**src/rtl/hazard_unit_if.sv**
```systemverilog
// rtl/hazard_unit_if.sv - pipeline hazard signal bundle between controller/datapath and hazard unit
interface hazard_unit_if;
   logic [4:0] rsD, rtD;
   logic [4:0] rsE, rtE;
   logic [4:0] writeregE, writeregM, writeregW;
   logic       regwriteE, regwriteM, regwriteW;
   logic       memtoregE, memtoregM;
   logic       branchD, bneD, jrD;
   logic       mdstartE;
   logic       mdreadD;
   logic       forwardaD, forwardbD;
   logic [1:0] forwardaE, forwardbE;
   logic       stallF, stallD;
   logic       flushE;
   logic       mdbusy;

   // Controller/datapath side: drives stage specifiers and control bits, consumes decisions
   modport master (
      output rsD, rtD, rsE, rtE, writeregE, writeregM, writeregW,
      output regwriteE, regwriteM, regwriteW, memtoregE, memtoregM,
      output branchD, bneD, jrD, mdstartE, mdreadD,
      input  forwardaD, forwardbD, forwardaE, forwardbE,
      input  stallF, stallD, flushE, mdbusy
   );

   // Hazard unit side
   modport slave (
      input  rsD, rtD, rsE, rtE, writeregE, writeregM, writeregW,
      input  regwriteE, regwriteM, regwriteW, memtoregE, memtoregM,
      input  branchD, bneD, jrD, mdstartE, mdreadD,
      output forwardaD, forwardbD, forwardaE, forwardbE,
      output stallF, stallD, flushE, mdbusy
   );
endinterface

```
**src/rtl/hazard_unit.sv**
```systemverilog
// rtl/hazard_unit.sv - forwarding, stall/flush and mult/div busy tracking (optional HAZARD_PERF_EN stall counter)
module hazard_unit #(
   parameter int MD_LATENCY = 4,
   parameter int MDW        = 4
) (
   input  logic             clk,
   input  logic             reset,
   hazard_unit_if.slave     hz
`ifdef HAZARD_PERF_EN
   ,
   output logic [31:0]      stallcnt
`endif
);

   // Register $0 is hardwired, so it never creates a dependency
   function automatic logic reg_match(input logic [4:0] a, input logic [4:0] b);
      return (a != 5'd0) && (a == b);
   endfunction

   logic [MDW-1:0] md_cnt_q, md_cnt_d;
   logic           md_busy;
   logic           lwstall, branchstall, jrstall, mdstall, stall_any;
   logic [1:0]     fwd_a_e, fwd_b_e;
   logic           fwd_a_d, fwd_b_d;

   assign md_busy = (md_cnt_q != '0);

   // Next busy count: a new mult/div restarts the window, otherwise count down to idle
   always_comb begin
      md_cnt_d = md_cnt_q;
      if (hz.mdstartE)
         md_cnt_d = MDW'(MD_LATENCY);
      else if (md_cnt_q != '0)
         md_cnt_d = md_cnt_q - 1'b1;
   end

   // Busy counter state
   always_ff @(posedge clk or negedge reset) begin
      if (!reset)
         md_cnt_q <= '0;
      else
         md_cnt_q <= md_cnt_d;
   end

   // Forwarding selects; Memory results are younger and win over Writeback
   always_comb begin
      fwd_a_e = 2'b00;
      fwd_b_e = 2'b00;
      if (hz.regwriteM && reg_match(hz.rsE, hz.writeregM))
         fwd_a_e = 2'b10;
      else if (hz.regwriteW && reg_match(hz.rsE, hz.writeregW))
         fwd_a_e = 2'b01;
      if (hz.regwriteM && reg_match(hz.rtE, hz.writeregM))
         fwd_b_e = 2'b10;
      else if (hz.regwriteW && reg_match(hz.rtE, hz.writeregW))
         fwd_b_e = 2'b01;
      fwd_a_d = hz.regwriteM && reg_match(hz.rsD, hz.writeregM);
      fwd_b_d = hz.regwriteM && reg_match(hz.rtD, hz.writeregM);
   end

   // Stall sources, all OR-ed together with no priority
   always_comb begin
      lwstall     = hz.memtoregE &&
                    (reg_match(hz.rtE, hz.rsD) || reg_match(hz.rtE, hz.rtD));
      branchstall = (hz.branchD || hz.bneD) &&
                    ((hz.regwriteE && (reg_match(hz.writeregE, hz.rsD) ||
                                       reg_match(hz.writeregE, hz.rtD))) ||
                     (hz.memtoregM && (reg_match(hz.writeregM, hz.rsD) ||
                                       reg_match(hz.writeregM, hz.rtD))));
      jrstall     = hz.jrD &&
                    ((hz.regwriteE && reg_match(hz.writeregE, hz.rsD)) ||
                     (hz.memtoregM && reg_match(hz.writeregM, hz.rsD)));
      mdstall     = hz.mdreadD && (md_busy || hz.mdstartE);
      stall_any   = lwstall || branchstall || jrstall || mdstall;
   end

   // Drive outputs; everything is held low while reset is asserted
   always_comb begin
      hz.forwardaE = reset ? fwd_a_e : 2'b00;
      hz.forwardbE = reset ? fwd_b_e : 2'b00;
      hz.forwardaD = reset & fwd_a_d;
      hz.forwardbD = reset & fwd_b_d;
      hz.stallF    = reset & stall_any;
      hz.stallD    = reset & stall_any;
      hz.flushE    = reset & stall_any;
      hz.mdbusy    = reset & md_busy;
   end

`ifdef HAZARD_PERF_EN
   logic [31:0] stallcnt_q, stallcnt_d;

   // Saturating count of Decode stall cycles
   always_comb begin
      stallcnt_d = stallcnt_q;
      if (stall_any && (stallcnt_q != 32'hFFFF_FFFF))
         stallcnt_d = stallcnt_q + 32'd1;
   end

   // Stall counter state
   always_ff @(posedge clk or negedge reset) begin
      if (!reset)
         stallcnt_q <= '0;
      else
         stallcnt_q <= stallcnt_d;
   end

   assign stallcnt = stallcnt_q;
`endif

endmodule
```
**src/flat_wrapper.sv**
```systemverilog
// flat-port wrapper written by rule: the top's interface ports become plain ports
module hazard_unit_flat 
#(
   parameter int MD_LATENCY = 4,
   parameter int MDW        = 4
)
  (clk, reset, hz_rsD, hz_rtD, hz_rsE, hz_rtE, hz_writeregE, hz_writeregM, hz_writeregW, hz_regwriteE, hz_regwriteM, hz_regwriteW, hz_memtoregE, hz_memtoregM, hz_branchD, hz_bneD, hz_jrD, hz_mdstartE, hz_mdreadD, hz_forwardaD, hz_forwardbD, hz_forwardaE, hz_forwardbE, hz_stallF, hz_stallD, hz_flushE, hz_mdbusy);
  hazard_unit_if hz_i ();
  input  logic clk;
  input  logic reset;
  input wire logic [$bits(hz_i.rsD)-1:0] hz_rsD;
  input wire logic [$bits(hz_i.rtD)-1:0] hz_rtD;
  input wire logic [$bits(hz_i.rsE)-1:0] hz_rsE;
  input wire logic [$bits(hz_i.rtE)-1:0] hz_rtE;
  input wire logic [$bits(hz_i.writeregE)-1:0] hz_writeregE;
  input wire logic [$bits(hz_i.writeregM)-1:0] hz_writeregM;
  input wire logic [$bits(hz_i.writeregW)-1:0] hz_writeregW;
  input wire logic [$bits(hz_i.regwriteE)-1:0] hz_regwriteE;
  input wire logic [$bits(hz_i.regwriteM)-1:0] hz_regwriteM;
  input wire logic [$bits(hz_i.regwriteW)-1:0] hz_regwriteW;
  input wire logic [$bits(hz_i.memtoregE)-1:0] hz_memtoregE;
  input wire logic [$bits(hz_i.memtoregM)-1:0] hz_memtoregM;
  input wire logic [$bits(hz_i.branchD)-1:0] hz_branchD;
  input wire logic [$bits(hz_i.bneD)-1:0] hz_bneD;
  input wire logic [$bits(hz_i.jrD)-1:0] hz_jrD;
  input wire logic [$bits(hz_i.mdstartE)-1:0] hz_mdstartE;
  input wire logic [$bits(hz_i.mdreadD)-1:0] hz_mdreadD;
  output wire logic [$bits(hz_i.forwardaD)-1:0] hz_forwardaD;
  output wire logic [$bits(hz_i.forwardbD)-1:0] hz_forwardbD;
  output wire logic [$bits(hz_i.forwardaE)-1:0] hz_forwardaE;
  output wire logic [$bits(hz_i.forwardbE)-1:0] hz_forwardbE;
  output wire logic [$bits(hz_i.stallF)-1:0] hz_stallF;
  output wire logic [$bits(hz_i.stallD)-1:0] hz_stallD;
  output wire logic [$bits(hz_i.flushE)-1:0] hz_flushE;
  output wire logic [$bits(hz_i.mdbusy)-1:0] hz_mdbusy;
  assign hz_i.rsD = hz_rsD;
  assign hz_i.rtD = hz_rtD;
  assign hz_i.rsE = hz_rsE;
  assign hz_i.rtE = hz_rtE;
  assign hz_i.writeregE = hz_writeregE;
  assign hz_i.writeregM = hz_writeregM;
  assign hz_i.writeregW = hz_writeregW;
  assign hz_i.regwriteE = hz_regwriteE;
  assign hz_i.regwriteM = hz_regwriteM;
  assign hz_i.regwriteW = hz_regwriteW;
  assign hz_i.memtoregE = hz_memtoregE;
  assign hz_i.memtoregM = hz_memtoregM;
  assign hz_i.branchD = hz_branchD;
  assign hz_i.bneD = hz_bneD;
  assign hz_i.jrD = hz_jrD;
  assign hz_i.mdstartE = hz_mdstartE;
  assign hz_i.mdreadD = hz_mdreadD;
  assign hz_forwardaD = hz_i.forwardaD;
  assign hz_forwardbD = hz_i.forwardbD;
  assign hz_forwardaE = hz_i.forwardaE;
  assign hz_forwardbE = hz_i.forwardbE;
  assign hz_stallF = hz_i.stallF;
  assign hz_stallD = hz_i.stallD;
  assign hz_flushE = hz_i.flushE;
  assign hz_mdbusy = hz_i.mdbusy;
  hazard_unit #(.MD_LATENCY(MD_LATENCY), .MDW(MDW)) u_core (.clk(clk), .reset(reset), .hz(hz_i));
endmodule
```
**config.mk**
```make
export PLATFORM = sky130hd
export DESIGN_NAME = hazard_unit_flat
export DESIGN_NICKNAME = d
export VERILOG_FILES = /design/src/rtl/hazard_unit_if.sv /design/src/rtl/hazard_unit.sv /design/src/flat_wrapper.sv
export SDC_FILE = /design/constraint.sdc
export NUM_CORES = 1
export LEC_CHECK = 0
export ABC_AREA = 1
export CORE_MARGIN = 1.5
export CORE_UTILIZATION = 42
export CTS_CLUSTER_SIZE = 10
export DETAILED_ROUTE_END_ITERATION = 10
export GPL_TIMING_DRIVEN = 0
export PLACE_DENSITY = 0.82
export SYNTH_ARGS = -nofsm -noshare
export SYNTH_HDL_FRONTEND = slang
export SYNTH_SLANG_ARGS = --single-unit
```
**constraint.sdc**
```tcl
create_clock -name clk -period 3.2 [get_ports clk]
set_clock_uncertainty 0.15 [all_clocks]
set_input_delay 0.96 -clock clk [delete_from_list [all_inputs] [get_ports clk]]
set_output_delay 0.96 -clock clk [all_outputs]
set_load 0.05 [all_outputs]
```
==> After elaboration in Yosys (flattened, before gate mapping) <==
Cells that the tools add are included.
{ "classes": {"n_addsub": 1, "mux": 8, "n_reduce_logical": 44, "bitwise": 4, "n_eq_ne": 12} }
{ "op_table": {"columns": ["operator", "n"], "rows": [
  ["== test 5 bit", 12],
  ["nonzero test 5 bit", 6],
  ["logical AND 1 bit", 26],
  ["logical OR 1 bit", 10],
  ["2-to-1 mux 2 bit", 4],
  ["2-to-1 mux 4 bit", 2],
  ["bitwise AND 1 bit", 4],
  ["nonzero test 4 bit", 1],
  ["subtractor 4 x 1 -> 4 bit (second input constant)", 1],
  ["2-to-1 mux 1 bit", 2],
  ["nonzero test 2 bit", 1]
]} }
{ "totals": {"out_inout_bits": 10, "ff_bits": 4, "word_cells": 70} }

==> Depth between registers and ports, before layout <==
Gate-level depths: netlist of run 1.
{ "logic_depth": {"depth_word": 10, "mapped_depth": 13, "ltp_nobuf": 11} }

==> Worst setup path after synthesis of run 1 <==
No wires, ideal clock.
{ "synth_timing": {"path_kind": "input-to-output", "from": "input hz_writeregM[0]", "to": "output hz_forwardaD", "path_slack_ns": -0.394, "cell_stages": 6, "t_required_ns": 2.090, "t_arrival_ns": 2.484, "path_cell_list": "buf_6 > xnor2_1 > nand2_1 > nor2_2 > nand3_1 > nor3_1"} }
{ "synth_between": {"elab_chain_cells": 4} }
{ "synth_rtl": {"columns": ["item", "line_no", "rtl"], "rows": [
  ["from (decl)", "flat_wrapper.sv:16", "input wire logic [$bits(hz_i.writeregM)-1:0] hz_writeregM;"],
  ["== test 5 bit", "hazard_unit.sv:17", "return (a != 5'd0) && (a == b);"],
  ["logical AND 1 bit", "hazard_unit.sv:17", null],
  ["logical AND 1 bit", "hazard_unit.sv:57", "fwd_a_d = hz.regwriteM && reg_match(hz.rsD, hz.writeregM);"],
  ["bitwise AND 1 bit", "hazard_unit.sv:81", "hz.forwardaD = reset & fwd_a_d;"],
  ["to (decl)", "flat_wrapper.sv:28", "output wire logic [$bits(hz_i.forwardaD)-1:0] hz_forwardaD;"]
]} }
Every way passes these cells.

==> Worst setup path after layout of run 1 <==
{ "layout_timing": {"from": "input hz_writeregE[4]", "to": "output hz_stallD"} }
{ "layout_between": {"elab_chain_cells": 10, "elab_cells_between_ends": 16, "cone_classes": "2 x eq/ne; 1 x bitwise; 13 x reduce/logical"} }
{ "layout_rtl": {"columns": ["item", "line_no", "rtl"], "rows": [
  ["from (decl)", "flat_wrapper.sv:15", "input wire logic [$bits(hz_i.writeregE)-1:0] hz_writeregE;"],
  ["== test 5 bit or nonzero test 5 bit (tied branches)", "hazard_unit.sv:17", null],
  ["logical AND 1 bit", "hazard_unit.sv:17", null],
  ["logical OR 1 bit", "hazard_unit.sv:66", "((hz.regwriteE && (reg_match(hz.writeregE, hz.rsD) ||"],
  ["logical AND 1 bit", "hazard_unit.sv:66", null],
  ["logical OR 1 bit", "hazard_unit.sv:67", "reg_match(hz.writeregE, hz.rtD))) ||"],
  ["logical AND 1 bit", "hazard_unit.sv:65", "branchstall = (hz.branchD || hz.bneD) &&"],
  ["logical OR 1 bit", "hazard_unit.sv:74", "stall_any = lwstall || branchstall || jrstall || mdstall;"],
  ["logical OR 1 bit (*) (2 in a row)", "hazard_unit.sv:74", null],
  ["bitwise AND 1 bit (*)", "hazard_unit.sv:84", "hz.stallD = reset & stall_any;"],
  ["to (decl)", "flat_wrapper.sv:33", "output wire logic [$bits(hz_i.stallD)-1:0] hz_stallD;"]
]} }
Mark *: on every way between the ends. The rest lies on a longest branch, timed or not.

==> results.py, run 1 <==
metrics = {
    "power_and_ir_drop": {
        "irDropWorstVdd_v": 0.0002832,
        "leakagePower_uw": 0.0009990,
        "combPwrFrac_pct": 67.8,
        "pwr-share-clk_pct": 14.9,
        "finalPower_uw": 471.7,
        "seq_power_share_pct": 17.4,
        "intPower_uw": 251.2,
        "power.density_nw_per_um2": 254.7,
        "switching_power_uw": 220.5,
        "netSwitchingFraction_pct": 46.74,
    },
    "critical_path": {
        "critPathMaxStageDelay_ps": 140,
        "r2r-end": "u_core.md_cnt_q[0]",
        "cp_cell_sequence": "buf_2 -> inv_2 -> nand3_1 -> nor2_2 -> nor2_1 -> nand3_1 -> nand2_1 -> nand2_1 -> nand3_2 -> nand2_2 -> inv_2 -> buf_6 -> buf_8",
        "critPathCapture": "hz_stallD",
        "r2r_cells": 5,
        "reg2reg_from": "u_core.md_cnt_q[0]",
        "r2r_slack_ps": 1820,
        "critPathCaptureType": "output pin",
        "start_kind": "input port",
        "path_max_fanout": 3,
        "worstPathArrival_ps": 2120,
        "critical_path_class": "input port to output pin",
        "critPathLaunch": "hz_writeregE[4]",
        "required_ps": 2090,
        "crit_path_top_delay_cell": "buf_8",
    },
    "floorplanning": {
        "io_pins": 57,
        "die_w_um": 56.67,
        "dieHeight_um": 56.67,
        "rows": 19,
        "initial_core_util_pct": 44.26,
        "die_area_um2": 3211,
        "core_um2": 2734,
    },
    "clock_network": {
        "clockBufferDepth": 2,
        "cts_hold_buf": 0,
        "cts_tree": "yes",
        "htree_levels": 1,
        "clk_latency_ps": 260,
        "cts_sinks": 4,
        "clkTransAtPathRegs_ps": 40,
        "cts_inserted_buffers": 3,
        "cts-root-buf": "clkbuf_4",
    },
    "sta": {
        "tightest_slew_ps": 483.5,
        "drv_slew": 0,
        "min_period_over_period_pct": 100.8,
        "hold_viol": 0,
        "holdWs_ps": 339.2,
        "max_freq_mhz": 309.9,
        "worst_slack_ps": -26.66,
        "rsz0062_at_grt": "true",
        "relSlewSlack_pct": 67.89,
        "setup_viol": 3,
        "finalCriticalPeriod_ps": 3227,
    },
    "global_routing": {
        "grt_max_degree": 9,
        "gr-usage-met2_pct": 41.20,
        "grt_pass1_vias": 1383,
        "antenna_found_initial": 0,
        "met1_usage_pct": 31.13,
        "grt_use_met3_pct": 2.535,
        "grtUsageTotal_pct": 23.66,
        "grt_pass1_wl_mm": 6.078,
        "grt.overflow.total": 0,
        "grt_most_used_layer": "met2",
    },
    "drt": {
        "dr.pass1.iters": 5,
        "routed_wl_mm": 3.861,
        "routed-via-count": 1542,
        "antenna_left": 0,
        "drc_errors": 0,
        "drt-initial-drc-count": 85,
        "viasPerCell": 5.006,
        "avgRoutedWirePerCell_um": 12.54,
    },
    "layout": {
        "stdcell_area_um2": 1852,
        "insertedDiodeCount": 0,
        "final_common_cell": "nand2_1",
        "syn_to_final_growth_pct": 53.05,
        "biggestRegsByFlops": "u_core.md_cnt_q: 4 flops",
        "regMostFlops": "u_core.md_cnt_q",
        "largest_register_ffs": 4,
        "utilization_pct": 67.73,
        "instances_no_fill": 308,
        "fin_nets": 328,
        "final_cell_mix": "nand2_1, inv_1, inv_2",
        "drive_above_1_share_pct": 36.82,
    },
    "yosys": {
        "ys_types": 26,
        "ys_warn_count": 0,
        "postSynthCellCount": 218,
        "avgSynthCellArea_um2": 5.550,
        "syn_nets": 267,
        "seq_area_frac_synth_pct": 8.273,
        "ys_ff_latch": 4,
        "syn-cell-area_um2": 1210,
    },
    "placement": {
        "dp.cells": 298,
        "placed_cell_area_um2": 1757,
        "port_buffers": 49,
        "dpl.hpwl_mm": 2.975,
        "gp_congestion": 0.8112,
    },
    "status": {
        "violations": "setup timing",
        "run_status": "complete, but fails checks",
    },
    "min_path": {
        "min_path_type": "flop to flop",
    },
    "flow_run": {
        "max_cap_violations": 0,
    },
}
[critical path, delay by kind of cell]
kind	cells	cell delay, ps
buf+inv	5	490
simple gates	8	670
[power groups by stage]
stage | clock network, uW | logic [uW] | registers (uW)
floorplan | 0 | 195 | 79.3
global placement | 0 | 296 | 81.0
detailed placement | 0 | 302 | 82.2
CTS | 69.5 | 306 | 81.6
global route | 70.7 | 352 | 83.4
finish | 70.1 | 320 | 82.1
[per-layer routing]
metal	up-vias	part of all wire (%)
met3	5	5.6
li1	798	-
met2	48	52
met1	691	41
met4	0	1.1
met5	-	0
[area by class of cell]
class | count | area, um2
Multi-Input combinational cell | 164 | 968.4
Fill cell | 270 | 882.1
Timing Repair Buffer | 56 | 450.4
Inverter | 41 | 158.9
Buffer | 9 | 112.6
Sequential cell | 4 | 100.1
Tap cell | 31 | 38.79
Clock buffer | 3 | 22.52
[Yosys cell counts]
master,count,area [um2]
nor3_1,4,20.02
xor2_1,9,78.83
inv_2,3,11.26
o2111ai_1,2,17.52
xnor2_2,1,16.27
nor2_2,3,18.77
buf_6,4,45.04
clkbuf_2,1,5.000
inv_1,38,142.6
nor3_4,1,16.27
nor3b_1,1,7.510
buf_4,4,30.03
a21oi_2,1,8.760
nor2_1,23,86.33
nand2_1,61,229.0
or2_2,1,6.260
a21oi_1,5,25.02
ha_1,2,25.02
o21ai_0,9,45.04
nand3_1,18,90.09
o211ai_1,3,22.52
xnor2_1,12,105.1
nand4_1,1,6.260
o22ai_1,5,31.28
nand3_2,2,20.02
dfrtp_1,4,100.1
[repair_timing]
action	4_1_cts	5_1_grt
buffers inserted	4	3
gates resized for setup	192	32
setup endpoints to repair	10	8
pin swaps	37	23
[worst min-delay path by stage]
stage                            start                 end  depth (start not counted)
floorplan           u_core.md_cnt_q[0]  u_core.md_cnt_q[0]                          1
global placement    u_core.md_cnt_q[0]  u_core.md_cnt_q[0]                          1
detailed placement  u_core.md_cnt_q[0]  u_core.md_cnt_q[0]                          1
CTS                 u_core.md_cnt_q[0]  u_core.md_cnt_q[0]                          1
global route                     reset  u_core.md_cnt_q[2]                          1
finish              u_core.md_cnt_q[0]  u_core.md_cnt_q[0]                          1
[through the flow]
stage / worst slack [ps] / TNS, ps
global route: -99.04 / -369.3
detailed placement: -1124 / -9538
floorplan: -162.3 / -324.7
CTS: 3.729 / 0
finish: -26.66 / -54.53
global placement: -1112 / -9397
[logic make-up after synthesis]
| logic type | Yosys count | share of synthesized area, % |
|---|---|---|
| adders and majority gates | 2 | 2.068 |
| DFF | 4 | 8.273 |
| and+or+nand+nor | 115 | 41.37 |
| xor gates and xnor gates | 22 | 16.55 |
| buffers and inverters | 50 | 19.34 |
| AOI/OAI and AO/OA | 25 | 12.41 |
No activity file was read; power rests on OpenSTA's default activity.
==> run 2: changes to the inputs <==
- CORE_UTILIZATION: 42 -> 60
- DONT_BUFFER_PORTS: not set -> 1
- PLACE_DENSITY: 0.82 -> 0.88
- RECOVER_POWER: not set -> 25
==> run 2 against run 1 <==
The flow still finishes with violations (setup timing); critical path type unchanged; cell area shrank 24%; sequential share of layout area grew 1.7 points; fmax shrank 6.5%; combinational power shrank 23%; sequential power grew 2%; worst hold slack lost 72 ps; via count shrank 13%; utilization grew 5.1 points; die area shrank 29%; total power shrank 16%.
==> results.py, run 2 (synthesis results as in run 1) <==
metrics = {
    "drt": {
        "drt-initial-drc-count": 36,
        "drc_errors": 0,
        "avgRoutedWirePerCell_um": 12.86,
        "routed_wl_mm": 3.228,
        "viasPerCell": 5.359,
        "antenna_left": 0,
        "routed-via-count": 1345,
        "dr.pass1.iters": 4,
    },
    "critical_path": {
        "critPathMaxStageDelay_ps": 290,
        "cp_cell_sequence": "buf_6 -> nor2_2 -> nand3_2 -> nand2_2 -> inv_2 -> nand3_1 -> nand2_1 -> nand2_1 -> nand3_1 -> nand2_2 -> clkinvlp_4 -> buf_8",
        "r2r_cells": 5,
        "worstPathArrival_ps": 2340,
        "r2r_slack_ps": 1760,
        "critical_path_class": "input port to output pin",
        "r2r-end": "u_core.md_cnt_q[0]",
        "required_ps": 2090,
        "critPathCaptureType": "output pin",
        "path_max_fanout": 5,
        "crit_path_top_delay_cell": "clkinvlp_4",
        "start_kind": "input port",
        "reg2reg_from": "u_core.md_cnt_q[0]",
    },
    "floorplanning": {
        "io_pins": 57,
        "initial_core_util_pct": 62.96,
        "die_area_um2": 2295,
        "dieHeight_um": 47.91,
        "rows": 16,
        "core_um2": 1922,
        "die_w_um": 47.91,
    },
    "layout": {
        "insertedDiodeCount": 0,
        "final_common_cell": "nand2_1",
        "largest_register_ffs": 4,
        "drive_above_1_share_pct": 20.09,
        "n_fill_cell": 171,
        "instances_no_fill": 251,
        "final_cell_mix": "nand2_1, inv_1, nand3_1",
        "syn_to_final_growth_pct": 15.72,
        "fin_nets": 275,
        "utilization_pct": 72.85,
        "regMostFlops": "u_core.md_cnt_q",
        "biggestRegsByFlops": "u_core.md_cnt_q: 4 flops",
    },
    "placement": {
        "gp_congestion": 0.8371,
        "dp.cells": 245,
        "dpl.hpwl_mm": 2.513,
        "port_buffers": 0,
    },
    "power_and_ir_drop": {
        "irDropWorstVdd_v": 0.0001847,
        "power.density_nw_per_um2": 282.7,
        "leakagePower_uw": 0.0007060,
    },
    "sta": {
        "holdWs_ps": 267.1,
        "setup_viol": 3,
        "relSlewSlack_pct": 41.49,
        "min_period_over_period_pct": 107.9,
        "finalCriticalPeriod_ps": 3451,
        "drv_slew": 0,
        "worst_slack_ps": -251.5,
        "tightest_slew_ps": 874.4,
        "max_freq_mhz": 289.7,
        "fin_setup_tns_ps": -623.9,
        "rsz0062_at_grt": "true",
        "hold_viol": 0,
    },
    "clock_network": {
        "clockBufferDepth": 2,
        "cts-root-buf": "clkbuf_4",
        "cts_tree": "yes",
        "cts_sinks": 4,
        "clk_latency_ps": 240,
        "cts_inserted_buffers": 3,
        "clkTransAtPathRegs_ps": 40,
        "htree_levels": 1,
        "cts_hold_buf": 0,
    },
    "global_routing": {
        "grt.overflow.total": 0,
        "grt_max_degree": 8,
        "antenna_found_initial": 0,
        "grt_pass1_wl_mm": 4.505,
        "grtUsageTotal_pct": 27.42,
        "grt_pass1_vias": 1105,
    },
    "min_path": {
        "min_path_type": "input port to async pin",
    },
    "status": {
        "violations": "setup timing",
        "run_status": "complete, but fails checks",
    },
    "flow_run": {
        "max_cap_violations": 0,
    },
}
==> run 2: cell count changes in the layout (fill, tap and decap cells not counted), moves of 6 or more <==
cell,delta
buf_4,-10
buf_2,-14
inv_1,+11
dlygate4sd2_1,-12
inv_2,-11
buf_6,-6
==> run 2: layout make-up <==
class / instances / area [um2] / area share [%]
Sequential cell: 4 / 100.1 / 7.149
Inverter: 41 / 161.4 / 11.53
Buffer: 9 / 111.4 / 7.954
Timing Repair Buffer: 3 / 26.28 / 1.877
Tap cell: 27 / 33.78 / 2.413
Multi-Input combinational cell: 164 / 944.7 / 67.47
Clock buffer: 3 / 22.52 / 1.609
==> run 2: worst max-delay path by stage <==
stage,from,end,slack [ps],depth (start not counted)
final,hz_writeregM[0],hz_stallD,-250,12
after global routing,hz_writeregM[0],hz_stallD,-320,12
after CTS,hz_rtE[1],hz_stallD,-220,10
after detailed placement,hz_rtE[2],hz_stallD,-280,12
after global placement,hz_rtE[2],hz_stallF,-270,12
after floorplan,hz_writeregM[0],hz_stallD,-160,11
==> run 2: repair_timing <==
| action | in CTS | in global routing |
|---|---|---|
| gates cloned | 0 | 0 |
| setup buffers | 2 | 1 |
| resized for setup | 18 | 8 |
| endpoints found under the setup margin | 4 | 6 |
| pin swaps | 7 | 12 |
==> run 2: worst max-delay path: cells and delay by family <==
kind | cells | cell delay, ps
buffers and inverters | 4 | 690
and+or+nand+nor | 8 | 690
==> run 2: routing by layer <==
layer,vias to the layer above,GRT usage (%),share of wire [%]
li1,684,-,-
met1,585,37.28,38
met2,72,44.80,51
met3,4,6.415,10
met4,0,4.324,0.71
met5,-,0,0
==> run 2: power by group <==
| group | internal, uW | leakage (uW) | switching (uW) | total [uW] |
|---|---|---|---|---|
| registers | 70.3 | 0.0000495 | 13.4 | 83.7 |
| logic | 95.2 | 0.000643 | 153 | 248 |
| clock network | 42.0 | 0.0000138 | 21.9 | 63.9 |
| total | 208 | 0.000706 | 188 | 396 |
==> run 2: through the flow <==
stage	cell area (um2)	total power (uW)	setup WS [ps]
finish	1400	395.8	-251.5
global placement	1261	298.3	-270.4
global route	1400	434.9	-323.7
CTS	1359	384.8	-217.5
detailed placement	1261	307.7	-282.5
floorplan	1227	274.0	-162.3
